[src/rtl/gelato_bank_read_arbiter.sv]
// Banked register-file access arbiter: writeback owns its bank, reads are granted
// round-robin per bank, and bank read data is routed back to the granted requester.
module gelato_bank_read_arbiter #(
  parameter int unsigned BANK_NUM = 4,
  parameter int unsigned REQ_NUM  = 4,
  parameter int unsigned WARP_W   = 5,
  parameter int unsigned REG_W    = 5,
  parameter int unsigned TAG_W    = 4,
  parameter int unsigned DATA_W   = 32,
  localparam int unsigned BANK_W  = (BANK_NUM > 1) ? $clog2(BANK_NUM) : 1
) (
  input  logic                         clk,
  input  logic                         rst,
  input  logic                         rdy,
  input  logic [REQ_NUM-1:0]           req_valid,
  input  logic [REQ_NUM*BANK_W-1:0]    req_bank,
  input  logic [REQ_NUM*WARP_W-1:0]    req_warp,
  input  logic [REQ_NUM*REG_W-1:0]     req_reg,
  input  logic [REQ_NUM*TAG_W-1:0]     req_tag,
  output logic [REQ_NUM-1:0]           req_ready,
  input  logic                         wb_valid,
  input  logic [BANK_W-1:0]            wb_bank,
  input  logic [WARP_W-1:0]            wb_warp,
  input  logic [REG_W-1:0]             wb_reg,
  input  logic [DATA_W-1:0]            wb_data,
  output logic                         wb_ready,
  output logic [BANK_NUM-1:0]          bank_rd_en,
  output logic [BANK_NUM*WARP_W-1:0]   bank_rd_warp,
  output logic [BANK_NUM*REG_W-1:0]    bank_rd_reg,
  input  logic [BANK_NUM*DATA_W-1:0]   bank_rd_data,
  output logic [BANK_NUM-1:0]          bank_wr_en,
  output logic [WARP_W-1:0]            bank_wr_warp,
  output logic [REG_W-1:0]             bank_wr_reg,
  output logic [DATA_W-1:0]            bank_wr_data,
  output logic [REQ_NUM-1:0]           resp_valid,
  output logic [REQ_NUM*DATA_W-1:0]    resp_data,
  output logic [REQ_NUM*TAG_W-1:0]     resp_tag
);

  localparam int unsigned PTR_W = (REQ_NUM > 1) ? $clog2(REQ_NUM) : 1;

  logic [PTR_W-1:0]          r_rr_ptr [BANK_NUM];
  logic [REQ_NUM-1:0]        r_own_valid;
  logic [REQ_NUM*BANK_W-1:0] r_own_bank;
  logic [REQ_NUM*TAG_W-1:0]  r_own_tag;

  logic                        w_act;
  logic                        w_wr;
  logic [REQ_NUM-1:0]          w_req_ready;
  logic [BANK_NUM-1:0]         w_rd_en;
  logic [BANK_NUM-1:0]         w_wr_en;
  logic [BANK_NUM*WARP_W-1:0]  w_rd_warp;
  logic [BANK_NUM*REG_W-1:0]   w_rd_reg;
  logic [PTR_W-1:0]            w_win [BANK_NUM];
  logic [BANK_W-1:0]           w_gnt_bank [REQ_NUM];

  assign w_act = rdy & ~rst;
  assign w_wr  = w_act & wb_valid;

  // Per-bank cyclic search from the bank's pointer; a bank under writeback is skipped.
  always_comb begin : arb
    logic found;
    int   idx;
    w_req_ready = '0;
    w_rd_en     = '0;
    w_wr_en     = '0;
    w_rd_warp   = '0;
    w_rd_reg    = '0;
    found       = 1'b0;
    idx         = 0;
    for (int b = 0; b < BANK_NUM; b++) w_win[b] = '0;
    for (int r = 0; r < REQ_NUM; r++) w_gnt_bank[r] = '0;
    if (w_wr) w_wr_en[wb_bank] = 1'b1;
    for (int b = 0; b < BANK_NUM; b++) begin
      found = 1'b0;
      if (w_act && !w_wr_en[b]) begin
        for (int k = 0; k < REQ_NUM; k++) begin
          idx = (int'(r_rr_ptr[b]) + k) % int'(REQ_NUM);
          if (!found && req_valid[idx] && (req_bank[idx*BANK_W +: BANK_W] == BANK_W'(b))) begin
            found                         = 1'b1;
            w_req_ready[idx]              = 1'b1;
            w_rd_en[b]                    = 1'b1;
            w_win[b]                      = PTR_W'(idx);
            w_gnt_bank[idx]               = BANK_W'(b);
            w_rd_warp[b*WARP_W +: WARP_W] = req_warp[idx*WARP_W +: WARP_W];
            w_rd_reg[b*REG_W +: REG_W]    = req_reg[idx*REG_W +: REG_W];
          end
        end
      end
    end
  end

  assign req_ready    = w_req_ready;
  assign wb_ready     = w_act;
  assign bank_rd_en   = w_rd_en;
  assign bank_rd_warp = w_rd_warp;
  assign bank_rd_reg  = w_rd_reg;
  assign bank_wr_en   = w_wr_en;
  assign bank_wr_warp = w_wr ? wb_warp : '0;
  assign bank_wr_reg  = w_wr ? wb_reg  : '0;
  assign bank_wr_data = w_wr ? wb_data : '0;

  // Pointer advance and owner pipeline; owner valid clears itself so responses are one-cycle pulses.
  always_ff @(posedge clk) begin
    if (rst) begin
      for (int b = 0; b < BANK_NUM; b++) r_rr_ptr[b] <= '0;
      r_own_valid <= '0;
      r_own_bank  <= '0;
      r_own_tag   <= '0;
    end else begin
      for (int b = 0; b < BANK_NUM; b++) begin
        if (w_rd_en[b]) begin
          r_rr_ptr[b] <= (w_win[b] == PTR_W'(REQ_NUM - 1)) ? '0 : PTR_W'(w_win[b] + PTR_W'(1));
        end
      end
      r_own_valid <= w_req_ready;
      for (int r = 0; r < REQ_NUM; r++) begin
        if (w_req_ready[r]) begin
          r_own_bank[r*BANK_W +: BANK_W] <= w_gnt_bank[r];
          r_own_tag[r*TAG_W +: TAG_W]    <= req_tag[r*TAG_W +: TAG_W];
        end
      end
    end
  end

  // Bank data arrives the cycle after the strobe, so it is steered straight through.
  always_comb begin
    resp_valid = r_own_valid & {REQ_NUM{~rst}};
    resp_data  = '0;
    for (int r = 0; r < REQ_NUM; r++) begin
      if (resp_valid[r]) begin
        resp_data[r*DATA_W +: DATA_W] =
          bank_rd_data[int'(r_own_bank[r*BANK_W +: BANK_W])*DATA_W +: DATA_W];
      end
    end
  end

  assign resp_tag = r_own_tag;

endmodule

[config.mk]
export PLATFORM = sky130hd
export DESIGN_NAME = gelato_bank_read_arbiter
export DESIGN_NICKNAME = d
export VERILOG_FILES = /design/src/rtl/gelato_bank_read_arbiter.sv
export SDC_FILE = /design/constraint.sdc
export NUM_CORES = 1
export LEC_CHECK = 0
export ABC_AREA = 0
export CAP_MARGIN = 20
export CORE_AREA = 4 4 187 189
export CTS_CLUSTER_DIAMETER = 150
export DETAILED_ROUTE_END_ITERATION = 16
export DIE_AREA = 0 0 191 193
export PLACE_DENSITY = 0.72
export REMOVE_ABC_BUFFERS = 1
export SLEW_MARGIN = 5
export SYNTH_ARGS = -nofsm -noshare
export SYNTH_HDL_FRONTEND = slang
export SYNTH_SLANG_ARGS = --single-unit
[constraint.sdc]
create_clock -name clk -period 5.3 [get_ports clk]
set_input_delay 1.06 -clock clk [delete_from_list [all_inputs] [get_ports clk]]
set_output_delay 1.06 -clock clk [all_outputs]
set_load 0.01 [all_outputs]
# [Word level (Yosys, flattened, before mapping)]
# Memories as Yosys holds them, arrays and structs flattened.
# Cells that the tools add are included.
[totals] reg_bits=28 mem_bits_rw=8 in_bits=244 output_inout_bits=243 word_cells=655 n_memories=1
[memory_table] name="r_rr_ptr" words=4 word_bits=2 rd=4 rd_ports_with_merged_regs=0 wr=4 line="42" text="logic [PTR_W-1:0] r_rr_ptr [BANK_NUM];"
[op_classes] add_sub_neg=16 multipliers=16 magnitude_cmp=64 eq_ne=16 shift=52 mux=301 n_bitwise=84 reduce_logical=96
[op_table] op="variable part select 20 x 33 -> 5 bit" n=28
[op_table] op="variable part select 128 x 8 -> 32 bit" n=4
[op_table] op="greater-or-equal comparator 32 x 3 -> 1 bit, second input constant" n=15
[op_table] op="< comparator 32 x 1 -> 1 bit, second input constant" n=15
[op_table] op="variable part select 8 x 33 -> 2 bit" n=12
[op_table] op="NOT 32 bit" n=12
[op_table] op="2-to-1 mux 8 bit" n=31
[op_table] op="2-to-1 mux 5 bit" n=42
[op_table] op="2-to-1 mux 32 bit" n=5
[op_table] op="2-to-1 mux 4 bit" n=33
[op_table] op="2-to-1 mux 1 bit" n=99
[op_table] op="NOT 2 -> 32 bit" n=3
[op_table] op="OR 4 bit" n=23
[op_table] op="2-to-1 mux 2 bit" n=43
[op_table] op="multiplier 3 x 4 -> 7 bit, second input constant" n=12
[op_table] op="variable part select 20 x 6 -> 5 bit" n=4
[op_table] op="logical AND 1 bit" n=64
[op_table] op="demux 2 bit (select 2 bit)" n=15
[op_table] op="< comparator 3 x 4 -> 1 bit, second input constant" n=12
[op_table] op="AND 4 bit" n=9
[op_table] op="greater-or-equal comparator 3 x 1 -> 1 bit, second input constant" n=12
[op_table] op="demux 1 bit (select 2 bit)" n=17
[op_table] op="binary-select mux 1 bit (select 2 bit)" n=16
[op_table] op="NOT 4 bit" n=8
[op_table] op="18 further kinds" n=111

# [Depth between registers and ports, before layout]
# Gate-level depths: netlist of run 1.
[logic_depth] ltp_word=59 mapped_depth=14 depth_no_buf=10

# [Least setup slack after synthesis of run 1]
# No wires, ideal clock.
[synth_timing] path_type="register to output" from="memory r_rr_ptr[3][1] (netlist bit)" to="output port bank_rd_warp[17]" t_arrival_ns=3.375 required_ns=4.240 path_slack_ns=0.865 stages_incl_launch_ff=11 n_path_buf=3 path_cell_list="edfxtp_1 buf_1 clkinv_1 ha_1 clkbuf_1 mux4_2 and3_1 clkbuf_1 nand2b_1 mux4_2 a21oi_1"
[synth_lines] item="from (decl)" line="42"
[synth_lines] item="to (decl)" line="28" text="output logic [BANK_NUM*WARP_W-1:0] bank_rd_warp,"

# [Final worst setup path of run 1]
[layout_timing] from="input port req_valid[0]" to="output port req_ready[2]"
[layout_between] elab_chain_len=56 word_cells_on_any_way=155 classes_between="mux (100); bitwise (15); reduce/logical (40)"
[layout_rtl] item="from (decl)" line="15" text="input logic [REQ_NUM-1:0] req_valid,"
[layout_rtl] item="binary-select mux 1 bit (select 2 bit)" line="79" text="if (!found && req_valid[idx] && (req_bank[idx*BANK_W +: BANK_W] == BANK_W'(b))) begin"
[layout_rtl] item="2-to-1 mux 1 bit (implied by the code)" line="79"
[layout_rtl] item="logical AND 1 bit" line="79"
[layout_rtl] item="2-to-1 mux 1 bit" line="79"
[layout_rtl] item="2-to-1 mux 1 bit" line="76" text="if (w_act && !w_wr_en[b]) begin"
[layout_rtl] item="logical NOT 1 bit" line="79"
[layout_rtl] item="logical AND 1 bit (2 in a row)" line="79"
[layout_rtl] item="2-to-1 mux 1 bit" line="79"
[layout_rtl] item="[... 39 more ...]"
[layout_rtl] item="2-to-1 mux 4 bit" line="79"
[layout_rtl] item="2-to-1 mux 4 bit" line="76"
[layout_rtl] item="OR 4 bit (no line)"
[layout_rtl] item="2-to-1 mux 4 bit" line="79"
[layout_rtl] item="2-to-1 mux 4 bit" line="76"
[layout_rtl] item="OR 4 bit (no line)"
[layout_rtl] item="2-to-1 mux 4 bit" line="79"
[layout_rtl] item="2-to-1 mux 4 bit *" line="76"
[layout_rtl] item="to (decl)" line="20" text="output logic [REQ_NUM-1:0] req_ready,"
# Mark *: on every way between the ends. The rest lies on a longest branch, timed or not. The select of a mux whose other input is x is not followed.

==> metrics, run 1 <==
1st-pass router iterations=7; GR Overflow Total=0; ANT nets after route=0; Tcrit/Tclk final=95.85%; reg2reg path depth=13; CTS tree=done; largest net degree at the start of global routing=63; filler cell count=2864; CP Capture Type=output pin; syn avg cell area=9.424 um^2; H-tree lvl count=2; antenna violations before repair=7; RSZ-0062 raised after global routing=no; GRT busiest layer=met2; Worst Max-Slew Pin Slew=1.058 ns; Site Rows=67; drt drc=0; Total GRT Usage=30.99%; first-pass GRT wire length=89210 um; CTS Buffer Depth=2; port bufs=486; Hold EP=resp_tag[14]; post-synthesis compound-gate area fraction=15.09%; dpl hpwl=45180 um; global placer's final weighted congestion=0.9460; status=complete, no violations; asr flop ratio synth=0%; max-slew violations=0; core footprint=33280 um^2; VDD IR-drop max=0.1196 mV; startpoint types=primary input; critical path peak fanout=12; cts hold-fix bufs=0; worst hold start=resp_tag[14]; die footprint=36860 um^2; R2R Setup Slk=1.75 ns; synthesis-to-layout area growth=44.33%; Slew headroom=29.45%; Ports=487; Worst-Skew Late Latency=0.30 ns; vias=14710; Synth cell types=67; Routed WL per cell=27.15 um; reg-to-reg critical path startpoint=r_rr_ptr[0][0]; Via-to-Cell Ratio=6.620; grt met1 use=39.84%; FF+latch count, synth=36; WHS Path Cells=2; pwr dens=140.5 nW/um^2; root buffer cell=clkbuf_16; vias in the first global route=14280; worst setup path category=in -> out; Post-Syn Instances=1373; CTS sink count=36; Final setup viols=0; reg2reg end=r_rr_ptr[0][1]; starting density of the core=38.88%; pre-CTS setup slack=-0.07240 ns; routing usage on met3=7.238%; register area share after synthesis=6.189%; leak pwr=6.459 nW; Final Hold Vio Count=0; final worst slack=0.2198 ns; CTS clock-pin slew for the worst setup and hold paths=0.06 ns; die extent in y=193 um; DR iter-0 viols=1582; min cycle time layout=5.080 ns; XOR/XNOR Fraction of Synth Area=0%; largest family of logic cells by synthesized area=multiplexers; CTS Buf Count=5; EDFF count, synth=8; CP required=4.24 ns; multiplexer area fraction after synthesis=48.88%; Post-Synth Simple-Gate Area=20.28%; clock skew=0.004739 ns; fraction of the mapped netlist area in adder cells=2.418%; max-cap viol count=0; share of cells above drive strength 1=22.44%; Ys Warns=0; total power=2.623 mW; grt met2 use=49.89%; cell area after synthesis=12940 um^2; HP Class=reg -> reg; drt total wl=60320 um; Die Wd=191 um; Peak Freq=196.8 MHz; Final #Nets=2037; Worst EP arrival=4.02 ns; Top FF cell, synth=dfxtp_1
[placed cells by master, fill, tap and decap left out, types with 18 or more instances in the layout]
cell	n
nor2_1	71
and3_1	51
dfxtp_1	20
clkdlybuf4s50_1	474
o21ai_0	53
mux2i_1	63
ha_1	25
nand3_1	31
nand2_1	61
o221ai_1	26
buf_4	92
inv_1	27
a21oi_1	73
o211ai_1	30
mux4_2	239
nand2b_1	18
nor2b_1	148
[kinds of logic (layout without fill, tap and decap cells)]
group | after synthesis | after routing
buffers and inverters | 231 | 627
AND/OR/NAND/NOR | 463 | 463
AO/OA/AOI/OAI | 291 | 291
flip-flops | 36 | 36
multiplexers | 327 | 327
other | 0 | 5
adder cells (fa/ha/maj) | 25 | 25
[repair_timing]
| action | CTS | global route |
|---|---|---|
| pin swaps | 0 | 2 |
| gates resized for setup | 4 | 15 |
| buffers inserted | 1 | 3 |
| setup endpoints to repair | 6 | 28 |
[worst max-delay path: stages]
cell             delay (ns)
dlygate4sd2_1          0.45
or3b_4                 0.46
mux4_2                 0.60
o211ai_1               0.20
o22ai_1                0.11
a31oi_2                0.20
nor4bb_2               0.34
inv_1                  0.08
clkdlybuf4s50_1        0.52
[flip-flops by register name, indices dropped and copies added, names as in the netlist]
signal	flops
r_own_bank	8
r_own_valid	4
r_rr_ptr	8
resp_tag	16
[power breakdown]
part | switching [mW] | internal [mW]
Sequential | 0.0967 | 0.314
Clock | 0.133 | 0.224
Combinational | 0.823 | 1.03
Total | 1.05 | 1.57
[cell type report]
type | count | area [um^2] | area share, %
diodes | 5 | 12.51 | 0.06700
clock buffers | 5 | 125.1 | 0.6700
clock inverters | 3 | 45.04 | 0.2412
inverters | 32 | 120.1 | 0.6432
multi-input cells | 1106 | 11250 | 60.27
flip-flops and latches | 36 | 810.8 | 4.342
well taps | 448 | 560.5 | 3.002
repair buffers | 587 | 5746 | 30.77
[worst max path at each step]
stage          depth (start not counted)               to      startpoint  slack [ns]
2_1_floorplan                          9     req_ready[2]  r_rr_ptr[0][0]       -1.56
3_3_place_gp                           9  bank_rd_warp[6]     req_bank[7]        0.05
3_5_place_dp                          11  bank_rd_warp[4]    req_valid[0]       -0.07
4_1_cts                                9   bank_rd_reg[8]     req_bank[7]        0.02
5_1_grt                                9     req_ready[2]    req_valid[0]        0.09
6_report                               9     req_ready[2]    req_valid[0]        0.22
[per-layer routing]
| metal | vias to the layer above | part of all wire [%] |
|---|---|---|
| met4 | 4 | 5.8 |
| li1 | 6228 | - |
| met3 | 212 | 12 |
| met1 | 7160 | 36 |
| met2 | 1106 | 47 |
| met5 | - | 0.035 |
[cells in the mapped netlist (9+ instances only)]
library cell	n	share of area (%)
mux4_2	239	42
nor2b_1	149	7.2
clkbuf_1	139	4.0
a21oi_1	74	2.9
nor2_1	72	2.1
mux2i_1	63	4.9
nand2_1	61	1.8
o21ai_0	53	2.1
and3_1	51	2.5
buf_1	32	0.93
nand3_1	31	1.2
o211ai_1	30	1.7
dfxtp_1	28	4.3
inv_1	27	0.78
o221ai_1	26	1.8
ha_1	25	2.4
nand2b_1	23	1.1
buf_2	22	0.85
a31oi_1	15	0.73
nand4_1	12	0.58
mux2_2	9	0.78
o22ai_1	9	0.44
[metrics by stage]
stage | util, % | hold slack [ns] | cell area, um^2 | instances | setup TNS, ns
after floorplan | - | 0.6219 | 12130 | 1174 | -52.33
after global placement | 55.34 | 0.5637 | 18420 | 2205 | 0
after detailed placement | 55.34 | 0.5774 | 18420 | 2205 | -0.09206
after CTS | 55.87 | 0.5990 | 18600 | 2214 | 0
after global routing | 56.10 | 0.6417 | 18670 | 2220 | 0
final | 56.11 | 0.5928 | 18670 | 2222 | 0
Note: power is estimated with default switching activity, not from simulation.
==> run 2, diff against run 1 <==
- CTS_BUF_LIST: not set -> sky130_fd_sc_hd__clkbuf_16
==> results of run 2 <==
The final DEF is identical to that of run 1; final timing and power are the same.
